===== config.mk =====
export PLATFORM = sky130hd
export DESIGN_NAME = fdiv_seq
export DESIGN_NICKNAME = d
export VERILOG_FILES = /design/src/rtl/fpu_pkg.sv /design/src/rtl/fdiv_seq.sv
export SDC_FILE = /design/constraint.sdc
export NUM_CORES = 1
export LEC_CHECK = 0
export ABC_CLOCK_PERIOD_IN_PS = 3200
export BUFFER_PORTS_ARGS = -buffer_cell sky130_fd_sc_hd__buf_4
export CORE_MARGIN = 2
export CORE_UTILIZATION = 50
export CTS_CLUSTER_DIAMETER = 100
export DETAILED_ROUTE_END_ITERATION = 10
export PLACE_DENSITY = 0.92
export RECOVER_POWER = 100
export SKIP_CTS_REPAIR_TIMING = 1
export SLEW_MARGIN = 10
export SYNTH_ARGS = -nofsm -noshare
export SYNTH_HDL_FRONTEND = slang
export SYNTH_SLANG_ARGS = --single-unit

===== constraint.sdc =====
create_clock -name clk -period 3.2 [get_ports clk]
set_clock_uncertainty 0.2 [all_clocks]
set_input_delay 0 -clock clk [delete_from_list [all_inputs] [get_ports clk]]
set_output_delay 0 -clock clk [all_outputs]
set_load 0.005 [all_outputs]

===== src/rtl/fpu_pkg.sv =====
// Shared FPU definitions: single-precision field layout, sequencer states and
// operand classification helpers.
package fpu_pkg;

   localparam int unsigned EXP_W = 8;
   localparam int unsigned MAN_W = 23;
   localparam int unsigned FP_W  = 1 + EXP_W + MAN_W;

   localparam logic [EXP_W-1:0] EXP_ZERO = 8'h00;
   localparam logic [EXP_W-1:0] EXP_MAX  = 8'hFF;

   typedef enum logic [1:0] {
      IDLE = 2'd0,
      INV  = 2'd1,
      MUL  = 2'd2,
      DONE = 2'd3
   } fdiv_state_e;

   typedef struct packed {
      logic             sign;
      logic [EXP_W-1:0] exp;
      logic [MAN_W-1:0] man;
   } fp32_t;

   // Zero or subnormal: both are flushed to zero by the divide sequencer.
   function automatic logic exp_is_zero(input logic [FP_W-1:0] x);
      fp32_t f;
      f = fp32_t'(x);
      return f.exp == EXP_ZERO;
   endfunction

endpackage


===== src/rtl/fdiv_seq.sv =====
// Divide sequencer: a/b = a * (1/b) using external finv and fmul datapaths,
// each treated as a multicycle path with registered operands.
module fdiv_seq
   import fpu_pkg::*;
#(
   parameter int unsigned INV_WAIT = 2,
   parameter int unsigned MUL_WAIT = 1,
   parameter int unsigned TAG_W    = 5
) (
   input  logic             clk,
   input  logic             rstn,
   input  logic             in_valid,
   output logic             in_ready,
   input  logic [FP_W-1:0]  in_a,
   input  logic [FP_W-1:0]  in_b,
   input  logic [TAG_W-1:0] in_tag,
   output logic             out_valid,
   input  logic             out_ready,
   output logic [FP_W-1:0]  out_d,
   output logic [TAG_W-1:0] out_tag,
   output logic             out_dz,
   output logic             busy,
   output logic [FP_W-1:0]  finv_s,
   input  logic [FP_W-1:0]  finv_d,
   output logic [FP_W-1:0]  fmul_x1,
   output logic [FP_W-1:0]  fmul_x2,
   input  logic [FP_W-1:0]  fmul_y
);

   localparam int unsigned WAIT_MAX = (INV_WAIT > MUL_WAIT) ? INV_WAIT : MUL_WAIT;
   localparam int unsigned CNT_W    = (WAIT_MAX > 1) ? $clog2(WAIT_MAX) : 1;

   fdiv_state_e      state_q,     state_d;
   logic [CNT_W-1:0] cnt_q,       cnt_d;
   logic [FP_W-1:0]  a_q,         a_d;
   logic [TAG_W-1:0] tag_q,       tag_d;
   logic [FP_W-1:0]  finv_s_q,    finv_s_d;
   logic [FP_W-1:0]  fmul_x1_q,   fmul_x1_d;
   logic [FP_W-1:0]  fmul_x2_q,   fmul_x2_d;
   logic             out_valid_q, out_valid_d;
   logic [FP_W-1:0]  out_d_q,     out_d_d;
   logic [TAG_W-1:0] out_tag_q,   out_tag_d;
   logic             out_dz_q,    out_dz_d;
   logic             accept;

   assign in_ready  = (state_q == IDLE);
   assign busy      = (state_q != IDLE);
   assign accept    = in_valid && in_ready;
   assign out_valid = out_valid_q;
   assign out_d     = out_d_q;
   assign out_tag   = out_tag_q;
   assign out_dz    = out_dz_q;
   assign finv_s    = finv_s_q;
   assign fmul_x1   = fmul_x1_q;
   assign fmul_x2   = fmul_x2_q;

   // Next-state and datapath operand/result updates.
   always_comb begin
      state_d     = state_q;
      cnt_d       = cnt_q;
      a_d         = a_q;
      tag_d       = tag_q;
      finv_s_d    = finv_s_q;
      fmul_x1_d   = fmul_x1_q;
      fmul_x2_d   = fmul_x2_q;
      out_valid_d = out_valid_q;
      out_d_d     = out_d_q;
      out_tag_d   = out_tag_q;
      out_dz_d    = out_dz_q;

      case (state_q)
         IDLE: begin
            if (accept) begin
               a_d   = in_a;
               tag_d = in_tag;
               // Divisor check wins over the dividend check.
               if (exp_is_zero(in_b)) begin
                  out_d_d     = {in_a[FP_W-1] ^ in_b[FP_W-1], EXP_MAX, MAN_W'(0)};
                  out_dz_d    = 1'b1;
                  out_tag_d   = in_tag;
                  out_valid_d = 1'b1;
                  state_d     = DONE;
               end else if (exp_is_zero(in_a)) begin
                  out_d_d     = {in_a[FP_W-1] ^ in_b[FP_W-1], (FP_W-1)'(0)};
                  out_dz_d    = 1'b0;
                  out_tag_d   = in_tag;
                  out_valid_d = 1'b1;
                  state_d     = DONE;
               end else begin
                  finv_s_d = in_b;
                  cnt_d    = CNT_W'(INV_WAIT - 1);
                  state_d  = INV;
               end
            end
         end
         INV: begin
            if (cnt_q != '0) begin
               cnt_d = cnt_q - CNT_W'(1);
            end else begin
               fmul_x1_d = a_q;
               fmul_x2_d = finv_d;
               cnt_d     = CNT_W'(MUL_WAIT - 1);
               state_d   = MUL;
            end
         end
         MUL: begin
            if (cnt_q != '0) begin
               cnt_d = cnt_q - CNT_W'(1);
            end else begin
               out_d_d     = fmul_y;
               out_dz_d    = 1'b0;
               out_tag_d   = tag_q;
               out_valid_d = 1'b1;
               state_d     = DONE;
            end
         end
         DONE: begin
            if (out_valid_q && out_ready) begin
               out_valid_d = 1'b0;
               state_d     = IDLE;
            end
         end
         default: state_d = IDLE;
      endcase
   end

   always_ff @(posedge clk) begin
      if (!rstn) begin
         state_q     <= IDLE;
         cnt_q       <= '0;
         a_q         <= '0;
         tag_q       <= '0;
         finv_s_q    <= '0;
         fmul_x1_q   <= '0;
         fmul_x2_q   <= '0;
         out_valid_q <= 1'b0;
         out_d_q     <= '0;
         out_tag_q   <= '0;
         out_dz_q    <= 1'b0;
      end else begin
         state_q     <= state_d;
         cnt_q       <= cnt_d;
         a_q         <= a_d;
         tag_q       <= tag_d;
         finv_s_q    <= finv_s_d;
         fmul_x1_q   <= fmul_x1_d;
         fmul_x2_q   <= fmul_x2_d;
         out_valid_q <= out_valid_d;
         out_d_q     <= out_d_d;
         out_tag_q   <= out_tag_d;
         out_dz_q    <= out_dz_d;
      end
   end

endmodule

==> impl_metrics.prom <==
# TYPE chip_impl_metric gauge
chip_impl_metric{name="wirelength",unit="microns"} 26700
chip_impl_metric{name="pin_count",unit=""} 274
chip_impl_info{name="top_signal_layer_used",value="met4"} 1
chip_impl_info{name="failed_checks",value="hold timing"} 1
chip_impl_metric{name="area_delta_synth_final",unit="%"} 59.1
chip_impl_info{name="cts_tree",value="yes"} 1
chip_impl_metric{name="floorplan.rows",unit=""} 42
chip_impl_metric{name="final.hold.worst_slack",unit="ns"} -0.0124
chip_impl_metric{name="insertion_delay",unit="ns"} 0.42
chip_impl_metric{name="period_share",unit="%"} 92.5
chip_impl_metric{name="floorplan.initialDensity",unit="%"} 51.5
chip_impl_metric{name="synthesis.instances",unit=""} 835
chip_impl_metric{name="cts.htree.levels",unit=""} 4
chip_impl_info{name="setup.worst_path.class",value="primary input to register"} 1
chip_impl_metric{name="fp.dieH",unit="microns"} 121
chip_impl_metric{name="placement.cell_area",unit="sq um"} 8970
chip_impl_metric{name="setup_viol",unit=""} 0
chip_impl_metric{name="grt_start_max_net_pins",unit=""} 78
chip_impl_metric{name="cts.path.max_buffers",unit=""} 2
chip_impl_metric{name="cp_slowest_stage_delay",unit="ns"} 0.74
chip_impl_metric{name="power-per-cell-area",unit="nW/um^2"} 682
chip_impl_metric{name="floorplan.die_area",unit="sq um"} 14700
chip_impl_metric{name="vias",unit=""} 8022
chip_impl_metric{name="final_layout_size_suffix_gt1_share",unit="%"} 23.9
chip_impl_info{name="startpoint",value="in_b[23]"} 1
chip_impl_metric{name="routed-wl-met3",unit="microns"} 1990
chip_impl_metric{name="detail_route.vias_per_cell",unit=""} 5.69
chip_impl_info{name="setup.worst_path.start_class",value="primary input"} 1
chip_impl_metric{name="cts_inserted_buffers",unit=""} 17
chip_impl_metric{name="syn_area",unit="sq um"} 6880
chip_impl_metric{name="vias_in_the_first_global_route",unit=""} 6192
chip_impl_metric{name="firstDrtPassIters",unit=""} 6
chip_impl_metric{name="timing.final.crit_period",unit="ns"} 2.96
chip_impl_metric{name="fmax",unit="GHz"} 0.338
chip_impl_metric{name="reg2reg_setup_slack",unit="ns"} 0.31
chip_impl_info{name="critPathSlowestCell",value="sky130_fd_sc_hd__or4_1"} 1
chip_impl_info{name="critical_path.endpoint_type",value="register"} 1
chip_impl_metric{name="number_of_warning_messages_in_the_yosys_log",unit=""} 0
chip_impl_metric{name="worst-endpoint-required",unit="ns"} 3.35
chip_impl_metric{name="postSynthRegisterBits",unit=""} 175
chip_impl_metric{name="finish.cell_count_without_fillers",unit=""} 1410
chip_impl_metric{name="die_width",unit="microns"} 121
chip_impl_metric{name="power",unit="uW"} 7460
chip_impl_metric{name="tightest_slew",unit="ns"} 1.02
chip_impl_metric{name="power.static_leakage",unit="uW"} 0.00453
chip_impl_info{name="timing.hold.worst.class",value="primary input to register"} 1
chip_impl_metric{name="detail_placement_hpwl",unit="microns"} 13600
chip_impl_metric{name="antenna_found_initial",unit=""} 3
chip_impl_metric{name="syn_avg_cell_area",unit="sq um"} 8.23
chip_impl_info{name="grt_setup_unrepaired",value="false"} 1
chip_impl_metric{name="grt_first_pass_wirelength",unit="microns"} 30400
chip_impl_metric{name="wl_met2",unit="microns"} 13600
chip_impl_info{name="result_of_the_run",value="complete, but fails checks"} 1
chip_impl_metric{name="coreArea",unit="sq um"} 13300
chip_impl_metric{name="met1_length",unit="microns"} 9390
chip_impl_metric{name="timing.final.ws_setup",unit="ns"} 0.239
chip_impl_info{name="crit_top_cell",value="sky130_fd_sc_hd__buf_4"} 1
chip_impl_metric{name="detail_route.wl_per_cell",unit="microns"} 19.0
chip_impl_metric{name="route.detailed.drc",unit=""} 0
chip_impl_metric{name="setup_total_negative_slack",unit="ns"} 0
chip_impl_metric{name="worst_slew_margin_rel",unit="%"} 32.2
chip_impl_metric{name="ant_nets",unit=""} 0
chip_impl_metric{name="critical_path_cell_count",unit=""} 7
chip_impl_metric{name="critPathArrivalTime",unit="ns"} 3.11
chip_impl_metric{name="synthDistinctLibCells",unit=""} 34
chip_impl_metric{name="worstPathMaxFanout",unit=""} 38
chip_impl_metric{name="pre_cts_ws",unit="ns"} 0.660
chip_impl_metric{name="worst_setup_hold_path_clk_slew",unit="ns"} 0.06
chip_impl_info{name="timing.critical_path.to",value="out_d[15]"} 1
chip_impl_metric{name="worst-r2r-cell-count",unit=""} 6
chip_impl_metric{name="synth_fp_nets",unit=""} 977
chip_impl_metric{name="max_cap_violations",unit=""} 0
chip_impl_metric{name="worst-path-buf-inv",unit=""} 3
chip_impl_metric{name="grt_overflow_total",unit=""} 0
chip_impl_info{name="path_cells",value="dlygate4sd3_1 > buf_4 > or4_1 > or2_2 > a31oi_4 > buf_4 > mux2i_1"} 1
chip_impl_metric{name="final.fill_count",unit=""} 740
chip_impl_metric{name="synth_seq_area_share",unit="%"} 51.0
chip_impl_metric{name="final-hold-violation-count",unit=""} 1
chip_impl_metric{name="routabilityCongestion",unit=""} 0.781
chip_impl_metric{name="cts.sinks",unit=""} 175
chip_impl_metric{name="placedCellCount",unit=""} 1220
chip_impl_metric{name="finalMaxSlewViolations",unit=""} 0
chip_impl_info{name="timing.critical_path.max_delay_family",value="simple AND/OR/NAND/NOR gates"} 1
chip_impl_info{name="worstReg2RegEnd",value="finv_s[23]"} 1
chip_impl_metric{name="grt_util_all_layers",unit="%"} 26.3
chip_impl_metric{name="peakVddDrop",unit="mV"} 0.442
chip_impl_metric{name="drt_first_iter_violations",unit=""} 754
chip_impl_metric{name="num-nets-final",unit=""} 1358
chip_impl_info{name="root_buffer",value="sky130_fd_sc_hd__clkbuf_16"} 1
chip_impl_metric{name="fin_area",unit="sq um"} 10900
chip_impl_info{name="worst_hold_startpoint",value="in_valid"} 1
chip_impl_metric{name="portBuffers",unit=""} 273
chip_impl_info{name="crit-reg2reg-launch",value="state_q[1]"} 1
flip-flops by register name, indices dropped and copies added (netlist names):
signal and count:
finv_s 32, out_dz 1, cnt_q 1, state_q 2
fmul_x2 32, fmul_x1 32, tag_q 5, out_d 32
a_q 32, out_valid 1, out_tag 5
stage by stage:
| stage | hold slack, ns | utilization [%] |
|---|---|---|
| final | -0.0124 | 81.9 |
| after global routing | 0.0356 | 81.9 |
| after CTS | -0.399 | 71.8 |
| after detailed placement | 0.0550 | 67.2 |
| after global placement | 0.0473 | 67.2 |
| after floorplan | -0.0640 | - |
cell families (layout without fill, tap and decap cells):
logic type | count (synthesis) | in the layout | share of synthesized area [%]
other | 0 | 5 | 0
adders and majority gates | 5 | 5 | 0.910
AOI/OAI and AO/OA | 185 | 185 | 15.5
buffers and inverters | 83 | 477 | 5.17
xor gates and xnor gates | 1 | 1 | 0.127
and+or+nand+nor | 343 | 343 | 20.9
muxes | 43 | 43 | 6.35
DFF | 175 | 175 | 51.0
layout by cell type (no fill, tap or decap), types with 25 or more instances in the layout:
cell / synthesis / routed
sky130_fd_sc_hd__nand2_1: 269 / 268
sky130_fd_sc_hd__dfxtp_1: 175 / 175
sky130_fd_sc_hd__dlygate4sd3_1: 0 / 153
sky130_fd_sc_hd__buf_4: 2 / 146
sky130_fd_sc_hd__a21oi_1: 134 / 134
sky130_fd_sc_hd__clkbuf_4: 0 / 98
sky130_fd_sc_hd__o31ai_1: 41 / 41
sky130_fd_sc_hd__clkbuf_1: 60 / 40
sky130_fd_sc_hd__mux2i_1: 38 / 38
sky130_fd_sc_hd__nand4_1: 33 / 33
sky130_fd_sc_hd__nand3_1: 25 / 25
layout make-up:
| class | instances | area, sq um | share of cell area, % |
|---|---|---|---|
| Sequential cell | 175 | 3500 | 32.0 |
| Clock buffer | 19 | 453 | 4.14 |
| Timing Repair Buffer | 441 | 3550 | 32.4 |
| Inverter | 4 | 17.5 | 0.160 |
| Antenna cell | 5 | 12.5 | 0.114 |
| Clock inverter | 13 | 151 | 1.38 |
| Multi-Input combinational cell | 577 | 3030 | 27.7 |
| Tap cell | 176 | 220 | 2.01 |
worst min path at each step:
stage / to / cells after the start
floorplan: tag_q[0] / 2
global placement: fmul_x2[4] / 3
detailed placement: a_q[6] / 3
CTS: a_q[6] / 3
global route: out_valid / 5
finish: out_valid / 5
power by group:
group / switching, uW / internal (uW) / total (uW)
registers: 220 / 2550 / 2770
logic: 1470 / 1100 / 2570
clock network: 912 / 1210 / 2120
worst min-delay path: stages:
cell	delay, ns
sky130_fd_sc_hd__buf_4	0.12
sky130_fd_sc_hd__nand2b_1	0.17
sky130_fd_sc_hd__nand3_1	0.09
sky130_fd_sc_hd__a311oi_1	0.07
sky130_fd_sc_hd__mux2i_1	0.11
cells in the mapped netlist:
cell type / count / area share (%)
sky130_fd_sc_hd__a21bo_2: 1 / 0.15
sky130_fd_sc_hd__o21ai_0: 2 / 0.15
sky130_fd_sc_hd__buf_4: 2 / 0.22
sky130_fd_sc_hd__nor4_1: 2 / 0.18
sky130_fd_sc_hd__o31ai_1: 41 / 4.5
sky130_fd_sc_hd__or2_4: 1 / 0.13
sky130_fd_sc_hd__clkbuf_2: 1 / 0.073
sky130_fd_sc_hd__a31oi_1: 1 / 0.091
sky130_fd_sc_hd__a31oi_4: 1 / 0.31
sky130_fd_sc_hd__buf_6: 3 / 0.49
sky130_fd_sc_hd__clkbuf_1: 60 / 3.3
sky130_fd_sc_hd__ha_1: 5 / 0.91
sky130_fd_sc_hd__nand4_1: 33 / 3.0
sky130_fd_sc_hd__nor2_1: 3 / 0.16
sky130_fd_sc_hd__xnor2_1: 1 / 0.13
sky130_fd_sc_hd__a31o_1: 1 / 0.13
sky130_fd_sc_hd__or4_1: 3 / 0.33
sky130_fd_sc_hd__a211oi_1: 2 / 0.22
sky130_fd_sc_hd__nor2b_1: 1 / 0.091
sky130_fd_sc_hd__inv_1: 4 / 0.22
sky130_fd_sc_hd__buf_1: 11 / 0.60
sky130_fd_sc_hd__nand3_1: 25 / 1.8
sky130_fd_sc_hd__buf_2: 1 / 0.073
sky130_fd_sc_hd__a311o_1: 1 / 0.15
sky130_fd_sc_hd__nand2_1: 269 / 15
sky130_fd_sc_hd__mux2i_1: 38 / 5.5
sky130_fd_sc_hd__nand2b_1: 3 / 0.27
sky130_fd_sc_hd__a311oi_1: 1 / 0.13
sky130_fd_sc_hd__dfxtp_1: 175 / 51
sky130_fd_sc_hd__mux2_2: 5 / 0.82
sky130_fd_sc_hd__a21oi_1: 134 / 9.8
sky130_fd_sc_hd__buf_8: 1 / 0.22
sky130_fd_sc_hd__and2_1: 2 / 0.18
sky130_fd_sc_hd__or2_2: 1 / 0.091
layer usage:
metal  vias up  global-route usage (%)
li1       3611                       -
met1      3776                    30.3
met2       483                    45.4
met3       152                    6.34
met4         0                    13.3
met5         -                       0
(Power assumes the default switching activity.)
